## config.mk

```make
export PLATFORM = sky130hd
export DESIGN_NAME = ps2_mouse_init_ctrl
export DESIGN_NICKNAME = d
export VERILOG_FILES = /design/src/rtl/ps2_mouse_init_ctrl.sv
export SDC_FILE = /design/constraint.sdc
export NUM_CORES = 1
export LEC_CHECK = 0
export BUFFER_PORTS_ARGS = -buffer_cell sky130_fd_sc_hd__buf_2
export CAP_MARGIN = 25
export CORE_UTILIZATION = 39
export CTS_BUF_LIST = sky130_fd_sc_hd__clkbuf_8
export CTS_CLUSTER_DIAMETER = 50
export CTS_CLUSTER_SIZE = 28
export DETAILED_ROUTE_END_ITERATION = 6
export GPL_TIMING_DRIVEN = 1
export SLEW_MARGIN = 20
export SYNTH_ARGS = -nofsm -noshare
export SYNTH_HDL_FRONTEND = slang
export SYNTH_SLANG_ARGS = --single-unit
```

## constraint.sdc

```tcl
create_clock -name clk -period 5 [get_ports clk]
set_clock_uncertainty 0.1 [all_clocks]
set_input_delay 1 -clock clk [delete_from_list [all_inputs] [get_ports clk]]
set_output_delay 1 -clock clk [all_outputs]
set_load 0.05 [all_outputs]
```

## src/rtl/ps2_mouse_init_ctrl.sv

```systemverilog
// PS/2 mouse bring-up sequencer: reset / enable-streaming handshake with timeout
// and bounded retry, then 3-byte movement packet framing and decode.
module ps2_mouse_init_ctrl #(
  parameter int TIMEOUT_CYC = 25_000_000,
  parameter int MAX_RETRY   = 3
) (
  input  logic              clk,
  input  logic              reset,
  input  logic              start,
  input  logic              tx_idle,
  input  logic              tx_done_tick,
  input  logic              rx_done_tick,
  input  logic [7:0]        rx_data,
  output logic              wr_ps2,
  output logic [7:0]        cmd,
  output logic signed [8:0] xm,
  output logic signed [8:0] ym,
  output logic [2:0]        btn,
  output logic              m_done_tick,
  output logic              ready,
  output logic              err
);

  localparam int TW = (TIMEOUT_CYC > 2) ? $clog2(TIMEOUT_CYC) : 1;
  localparam int RW = (MAX_RETRY > 1) ? $clog2(MAX_RETRY + 1) : 1;

  localparam logic [TW-1:0] TIMER_LAST = TW'(TIMEOUT_CYC - 1);
  localparam logic [RW-1:0] RETRY_MAX  = RW'(MAX_RETRY);

  localparam logic [7:0] CMD_RST = 8'hFF;
  localparam logic [7:0] CMD_EN  = 8'hF4;
  localparam logic [7:0] RSP_ACK = 8'hFA;
  localparam logic [7:0] RSP_BAT = 8'hAA;
  localparam logic [7:0] RSP_ID  = 8'h00;

  typedef enum logic [3:0] {
    SEND_RST,
    WAIT_RST_TX,
    WAIT_ACK1,
    WAIT_BAT,
    WAIT_ID,
    SEND_EN,
    WAIT_EN_TX,
    WAIT_ACK2,
    STREAM_B0,
    STREAM_B1,
    STREAM_B2,
    FAIL
  } state_t;

  state_t            state_q, state_d;
  logic [TW-1:0]     timer_q, timer_d;
  logic [RW-1:0]     retry_q, retry_d;
  logic [RW-1:0]     retry_inc;
  logic              wr_q, wr_d;
  logic [7:0]        cmd_q, cmd_d;
  logic signed [8:0] xm_q, xm_d;
  logic signed [8:0] ym_q, ym_d;
  logic [2:0]        btn_q, btn_d;
  logic              mdone_q, mdone_d;
  logic              ready_q, ready_d;
  logic              err_q, err_d;
  logic [7:0]        b0_q, b0_d;
  logic [7:0]        b1_q, b1_d;
  logic              timed_out;
  logic              fail_attempt;

  function automatic logic is_timed_state(input state_t s);
    case (s)
      WAIT_RST_TX, WAIT_ACK1, WAIT_BAT, WAIT_ID,
      WAIT_EN_TX, WAIT_ACK2, STREAM_B1, STREAM_B2: is_timed_state = 1'b1;
      default:                                     is_timed_state = 1'b0;
    endcase
  endfunction

  function automatic logic is_stream_state(input state_t s);
    is_stream_state = (s == STREAM_B0) || (s == STREAM_B1) || (s == STREAM_B2);
  endfunction

  always_comb begin
    state_d      = state_q;
    retry_d      = retry_q;
    retry_inc    = retry_q + RW'(1);
    wr_d         = 1'b0;
    cmd_d        = cmd_q;
    xm_d         = xm_q;
    ym_d         = ym_q;
    btn_d        = btn_q;
    mdone_d      = 1'b0;
    b0_d         = b0_q;
    b1_d         = b1_q;
    fail_attempt = 1'b0;
    timed_out    = (timer_q == TIMER_LAST);

    if (start) begin
      state_d = SEND_RST;
      retry_d = '0;
    end else begin
      case (state_q)
        SEND_RST: begin
          if (tx_idle) begin
            wr_d    = 1'b1;
            cmd_d   = CMD_RST;
            state_d = WAIT_RST_TX;
          end
        end
        WAIT_RST_TX: begin
          if (tx_done_tick)   state_d      = WAIT_ACK1;
          else if (timed_out) fail_attempt = 1'b1;
        end
        WAIT_ACK1: begin
          if (rx_done_tick) begin
            if (rx_data == RSP_ACK) state_d      = WAIT_BAT;
            else                    fail_attempt = 1'b1;
          end else if (timed_out) begin
            fail_attempt = 1'b1;
          end
        end
        WAIT_BAT: begin
          if (rx_done_tick) begin
            if (rx_data == RSP_BAT) state_d      = WAIT_ID;
            else                    fail_attempt = 1'b1;
          end else if (timed_out) begin
            fail_attempt = 1'b1;
          end
        end
        WAIT_ID: begin
          if (rx_done_tick) begin
            if (rx_data == RSP_ID) state_d      = SEND_EN;
            else                   fail_attempt = 1'b1;
          end else if (timed_out) begin
            fail_attempt = 1'b1;
          end
        end
        SEND_EN: begin
          if (tx_idle) begin
            wr_d    = 1'b1;
            cmd_d   = CMD_EN;
            state_d = WAIT_EN_TX;
          end
        end
        WAIT_EN_TX: begin
          if (tx_done_tick)   state_d      = WAIT_ACK2;
          else if (timed_out) fail_attempt = 1'b1;
        end
        WAIT_ACK2: begin
          if (rx_done_tick) begin
            if (rx_data == RSP_ACK) begin
              state_d = STREAM_B0;
              retry_d = '0;
            end else begin
              fail_attempt = 1'b1;
            end
          end else if (timed_out) begin
            fail_attempt = 1'b1;
          end
        end
        // bit 3 of the first packet byte is always 1; anything else is a resync drop
        STREAM_B0: begin
          if (rx_done_tick && rx_data[3]) begin
            b0_d    = rx_data;
            state_d = STREAM_B1;
          end
        end
        STREAM_B1: begin
          if (rx_done_tick) begin
            b1_d    = rx_data;
            state_d = STREAM_B2;
          end else if (timed_out) begin
            state_d = STREAM_B0;
          end
        end
        STREAM_B2: begin
          if (rx_done_tick) begin
            xm_d    = $signed({b0_q[4], b1_q});
            ym_d    = $signed({b0_q[5], rx_data});
            btn_d   = b0_q[2:0];
            mdone_d = 1'b1;
            state_d = STREAM_B0;
          end else if (timed_out) begin
            state_d = STREAM_B0;
          end
        end
        FAIL:    state_d = FAIL;
        default: state_d = SEND_RST;
      endcase

      if (fail_attempt) begin
        retry_d = retry_inc;
        state_d = (retry_inc < RETRY_MAX) ? SEND_RST : FAIL;
      end
    end

    ready_d = is_stream_state(state_d);
    err_d   = (state_d == FAIL);

    if (start || (state_d != state_q) || !is_timed_state(state_q)) timer_d = '0;
    else                                                           timer_d = timer_q + TW'(1);
  end

  always_ff @(posedge clk or negedge reset) begin
    if (!reset) begin
      state_q <= SEND_RST;
      timer_q <= '0;
      retry_q <= '0;
      wr_q    <= 1'b0;
      cmd_q   <= 8'h00;
      xm_q    <= '0;
      ym_q    <= '0;
      btn_q   <= '0;
      mdone_q <= 1'b0;
      ready_q <= 1'b0;
      err_q   <= 1'b0;
    end else begin
      state_q <= state_d;
      timer_q <= timer_d;
      retry_q <= retry_d;
      wr_q    <= wr_d;
      cmd_q   <= cmd_d;
      xm_q    <= xm_d;
      ym_q    <= ym_d;
      btn_q   <= btn_d;
      mdone_q <= mdone_d;
      ready_q <= ready_d;
      err_q   <= err_d;
    end
  end

  // Partial-packet bytes need no reset: the FSM always rewrites them before use.
  always_ff @(posedge clk) begin
    b0_q <= b0_d;
    b1_q <= b1_d;
  end

  assign wr_ps2      = wr_q;
  assign cmd         = cmd_q;
  assign xm          = xm_q;
  assign ym          = ym_q;
  assign btn         = btn_q;
  assign m_done_tick = mdone_q;
  assign ready       = ready_q;
  assign err         = err_q;

endmodule

```

## Word level (Yosys, flattened, before mapping)

Memories as Yosys holds them, arrays and structs flattened.
Index checks and enable logic that the tools add are counted.
W data, S select, Z words.

- Flip-flop bits (word level): 78
- Bits in read-only memories: 16
- Memories kept: 1

Memories:

| name | depth | bits a word | rd ports | clocked after memory_dff | write ports | line | RTL |
|---|---|---|---|---|---|---|---|
| (no name shown) | 16 | 1 | 1 | 0 | 0 | 69 | `case (s)` |

- Add/sub/neg operators: 2
- Order comparisons: 1
- Eq/ne operators: 21
- Multiplexer cells: 45
- Bitwise operators: 1
- Reductions and logical operators: 20

Operators with widths:

| kind | count |
|---|---|
| $mux W4 | 19 |
| $pmux W4 S12 | 1 |
| $eq A4 B4 Y1 const B | 8 |
| $add A25 B1 Y25 const B | 1 |
| $eq A25 B25 Y1 const B | 1 |
| $mux W25 | 1 |
| $eq A4 B3 Y1 const B | 4 |
| $eq A8 B8 Y1 const B | 2 |
| $mux W8 | 2 |
| $pmux W8 S2 | 1 |
| $mux W1 | 15 |
| $reduce_and A3 Y1 | 4 |
| $mux W2 | 5 |
| $reduce_bool A3 Y1 | 3 |
| $eq A4 B2 Y1 const B | 2 |
| $logic_not A8 Y1 | 1 |
| $reduce_or A2 Y1 | 3 |
| $eq A4 B1 Y1 const B | 1 |
| $logic_not A4 Y1 | 1 |
| $logic_or A1 B1 Y1 | 4 |
| $ne A2 B2 Y1 const B | 2 |
| $ne A4 B4 Y1 | 1 |
| $pmux W1 S4 | 1 |
| $reduce_and A4 Y1 | 1 |
| 6 further kinds | 6 |

## Logic depth before layout (Yosys ltp)

- Word-level depth: 11
- Mapped depth: 12

## Least setup slack after synthesis

No wires, ideal clock.

- Path kind: in2reg
- From: input rx_data[0]
- To: register timer_q[18]
- Setup time: 69 ps
- Arrival: 3012 ps
- Setup slack: 1819 ps
- Cell stages on the path: 9
- Path buffers: 1
- Path through: nor2_1 -> a31oi_1 -> a211o_1 -> a2111oi_2 -> xor2_1 -> o31ai_2 -> nand4_4 -> buf_6 -> nor2_2

- Word-level cells in the longest chain between the ends: 11

Ends and longest elaborated chain:

| what | line | RTL |
|---|---|---|
| start: declaration | 13 | `input logic [7:0] rx_data,` |
| $eq A8 B8 Y1, or another cell as far along | 113, 148 |  |
| $mux W1 (on tied branches) | n/a |  |
| $mux W1 (on tied branches) | 147, 120, 128 |  |
| $pmux W1 S4 | 99 | `case (state_q)` |
| $mux W1 | 95 | `if (start) begin` |
| $mux W4 (*) | 188 | `if (fail_attempt) begin` |
| $mux W4 (*) | 95 |  |
| named net state_d[2] | 51 | `state_t state_q, state_d;` |
| $ne A4 B4 Y1 (*) | 197 | `if (start \|\| (state_d != state_q) \|\| !is_timed_state(state_q)) timer_d = '0;` |
| $logic_or A1 B1 Y1 (*) (2 in series) | 197 |  |
| $mux W25 (*) | 197 |  |
| named net timer_d[18] | 52 | `logic [TW-1:0] timer_q, timer_d;` |
| end signal: assignment | 216 | `timer_q <= timer_d;` |
| end: declaration | 52 |  |

Mark *: on every way through the listed nets, which the timed path passes. The rest lies on a longest branch. The select of a mux whose other input is x is not followed.
A chain may end at the register's enable or synchronous reset.

## Worst setup path in the final report

- From: input rx_data[0]
- To: register timer_q[12]

The elaborated chain is that of the path after synthesis.

==> results_dict.tcl <==
set metrics [dict create \
    grt_pass1_wl_um 12100 \
    path_class "input pin to flip-flop" \
    area_growth_pct 15.0 \
    worstPathArrival_ns 3.65 \
    crit_fanout 25 \
    cp-start-kind "input pin" \
    drive_above_1_share_pct 31.2 \
    drv_slew 0 \
    totalWireLength_um 7030 \
    first_global_vias 2513 \
    cts_setup_buffers 0 \
    finalHoldViolCount 0 \
    synthSimpleGateAreaFrac_pct 18.5 \
    synthArstFlopShare_pct 81.7 \
    finalCriticalPeriod_ns 3.48 \
    grt_max_degree 59 \
    synth.avg_cell_area_um2 11.3 \
    rows 34 \
    holdPathStages 1 \
    critPathMaxStageDelay_ns 0.53 \
    start_util_pct 40.6 \
    path_common_cell "nor2_1" \
    r2r_start "state_q[0]" \
    dpl_cell_area_um2 3840 \
    synth_compound_area_share_pct 9.89 \
    most-common-layout-cells "58 x dfrtp_1, 46 x buf_2, 31 x nor2_1" \
    r2r-end "timer_q[12]" \
    die-area_um2 9500 \
    critPathCaptureType "flip-flop" \
    fmax_ghz 0.287 \
    vdd_ir_drop_max_uv 168 \
    setup-tns-final_ns 0 \
    grt_usage_pct 16.0 \
    hold_path_end "xm[4]" \
    ys_types 63 \
    cts-root-buf "clkbuf_8" \
    grt_overflow 0 \
    setup_violations 0 \
    reg2reg_setup_slack_ns 1.56 \
    die_h_um 97.5 \
    clk_latency_ns 0.35 \
    period_share_pct 69.6 \
    cp.required_ns 5.17 \
    io_buffers 46 \
    first_pass_iters 4 \
    drc_errors 0 \
    p_leak_nw 1.80 \
    hp-class "flip-flop to flip-flop" \
    num_io_pins 47 \
    synthFlopType "dfrtp_1" \
    cts_buffers 9 \
    hold_buffers 0 \
    fin_nets 377 \
    status "finished clean" \
    antenna_found_initial 0 \
    viasPerCell 5.31 \
    wl_per_cell_um 15.0 \
    clockBufferDepth 2 \
    max_slew_margin_pct 40.7 \
    path_cells "buf_2, nor2_1, a31oi_1, a211o_1, a2111oi_2, xor2_1, o31ai_2, nand4_4, nor2_1" \
    ctsResizeCount 0 \
    min_from "b1_q[4]" \
    synth_seq_cells 71 \
    cts_tree "built" \
    drt-initial-drc-count 153 \
    synthMuxAreaShare_pct 7.21 \
    synthAdderAreaFrac_pct 2.11 \
    antenna_cells 0 \
    final_common_cell "dfrtp_1" \
    rsz0062_at_grt "no" \
    synth_edf_count 13 \
    path_clk_slew_ns 0.08 \
    synth-xor-area-share_pct 6.16 \
    dr_total_vias 2497 \
    core_area_um2 8760 \
    timing.max_cap.violations 0 \
    yosysSeqAreaShare_pct 51.8 \
    tightest_slew_ns 0.887 \
    ctsHtreeMaxLevel 3 \
    slowest_stage "a2111oi_2" \
    reg2reg_depth 10 \
    gp_congestion 0.894 \
    netlist_instances 314 \
    ant_nets 0 \
    yosys_warnings 0 \
    cts.sinks 71 \
    power-per-cell-area_nw_per_um2 351 \
    synthesis.area_um2 3560 \
    finalInstanceArea_um2 4090 \
    syn_nets 334 \
    fp.dieW_um 97.5 \
    synth_top_family_by_area "simple AND/OR/NAND/NOR gates" \
    dpl.hpwl_um 4970 \
]
-- through the flow --
stage                     std cells  hold slack [ns]  setup WS, ns  utilization [%]  power (W)
after floorplan                 314            0.354          1.82                -   0.000816
after global placement          454            0.357          1.33             43.8   0.000872
after detailed placement        454            0.365          1.16             43.8   0.000875
after CTS                       470            0.383          1.52             46.6    0.00145
after global routing            470            0.400          1.30             46.6    0.00150
final                           470            0.381          1.52             46.6    0.00143
-- sequential cells by signal (all words and copies together), names as in the netlist --
| signal | count |
|---|---|
| timer_q | 25 |
| ready | 1 |
| retry_q | 2 |
| btn | 3 |
| state_q | 4 |
| xm | 9 |
| b1_q | 8 |
| cmd | 2 |
| ym | 9 |
| m_done_tick | 1 |
| wr_ps2 | 1 |
| err | 1 |
| b0_q | 5 |
-- Yosys cell counts (3+ instances only) --
cell type | instances | area share, %
a21oi_1 | 8 | 1.1
a31oi_1 | 3 | 0.53
and3_1 | 10 | 1.8
buf_4 | 6 | 1.3
clkbuf_1 | 4 | 0.42
dfrtp_1 | 58 | 41
edfxtp_1 | 13 | 11
ha_1 | 6 | 2.1
inv_1 | 14 | 1.5
mux2_2 | 21 | 6.7
nand2_1 | 15 | 1.6
nand2b_1 | 4 | 0.70
nand3_1 | 9 | 1.3
nand4_1 | 6 | 1.1
nor2_1 | 31 | 3.3
nor2_2 | 11 | 1.9
nor2b_1 | 3 | 0.53
nor3_1 | 6 | 0.84
o21ai_0 | 4 | 0.56
or2_2 | 3 | 0.53
xnor2_1 | 9 | 2.2
xor2_1 | 16 | 3.9
-- routing by layer --
metal	track usage (%)	wire length (um)
met4	6.79	181
met1	20.9	3250
met5	0	0
met2	24.7	3240
met3	4.96	366
-- worst max-delay path, delay by kind of cell --
| family | cells | cell delay (ns) |
|---|---|---|
| AOI/OAI and AO/OA | 4 | 1.35 |
| xor gates and xnor gates | 1 | 0.14 |
| buffers and inverters | 1 | 0.12 |
| and+or+nand+nor | 3 | 1.03 |
-- report_power, final --
part           switching (W)  total, W  internal [W]
Sequential         0.0000182  0.000622      0.000604
Combinational       0.000164  0.000242     0.0000781
Clock               0.000231  0.000569      0.000338
-- cell type report --
| type | count | area [um^2] |
|---|---|---|
| tap | 108 | 135 |
| clock inverter | 7 | 128 |
| inverter | 14 | 52.6 |
| multi-input combinational | 213 | 1560 |
| clock buffer | 9 | 124 |
| sequential | 71 | 1840 |
| timing repair buffer | 48 | 245 |
| fill | 807 | 4680 |
-- how the worst max path moves through the flow --
stage,startpoint,endpoint,slack [ns],cells after the start
final,rx_data[0],timer_q[12],1.52,9
after global routing,rx_data[0],timer_q[12],1.30,9
after global placement,rx_data[0],timer_q[2],1.33,9
after detailed placement,rx_data[0],timer_q[15],1.16,9
after floorplan,rx_data[0],timer_q[18],1.82,9
after CTS,rx_data[0],timer_q[15],1.52,9
-- cell families after synthesis --
family                   count (synthesis)
adder cells (fa/ha/maj)                  6
buffers and inverters                   30
flip-flops                              71
AO/OA/AOI/OAI                           43
XOR/XNOR                                25
multiplexers                            23
AND/OR/NAND/NOR                        116
No activity file was read; power rests on OpenSTA's default activity.
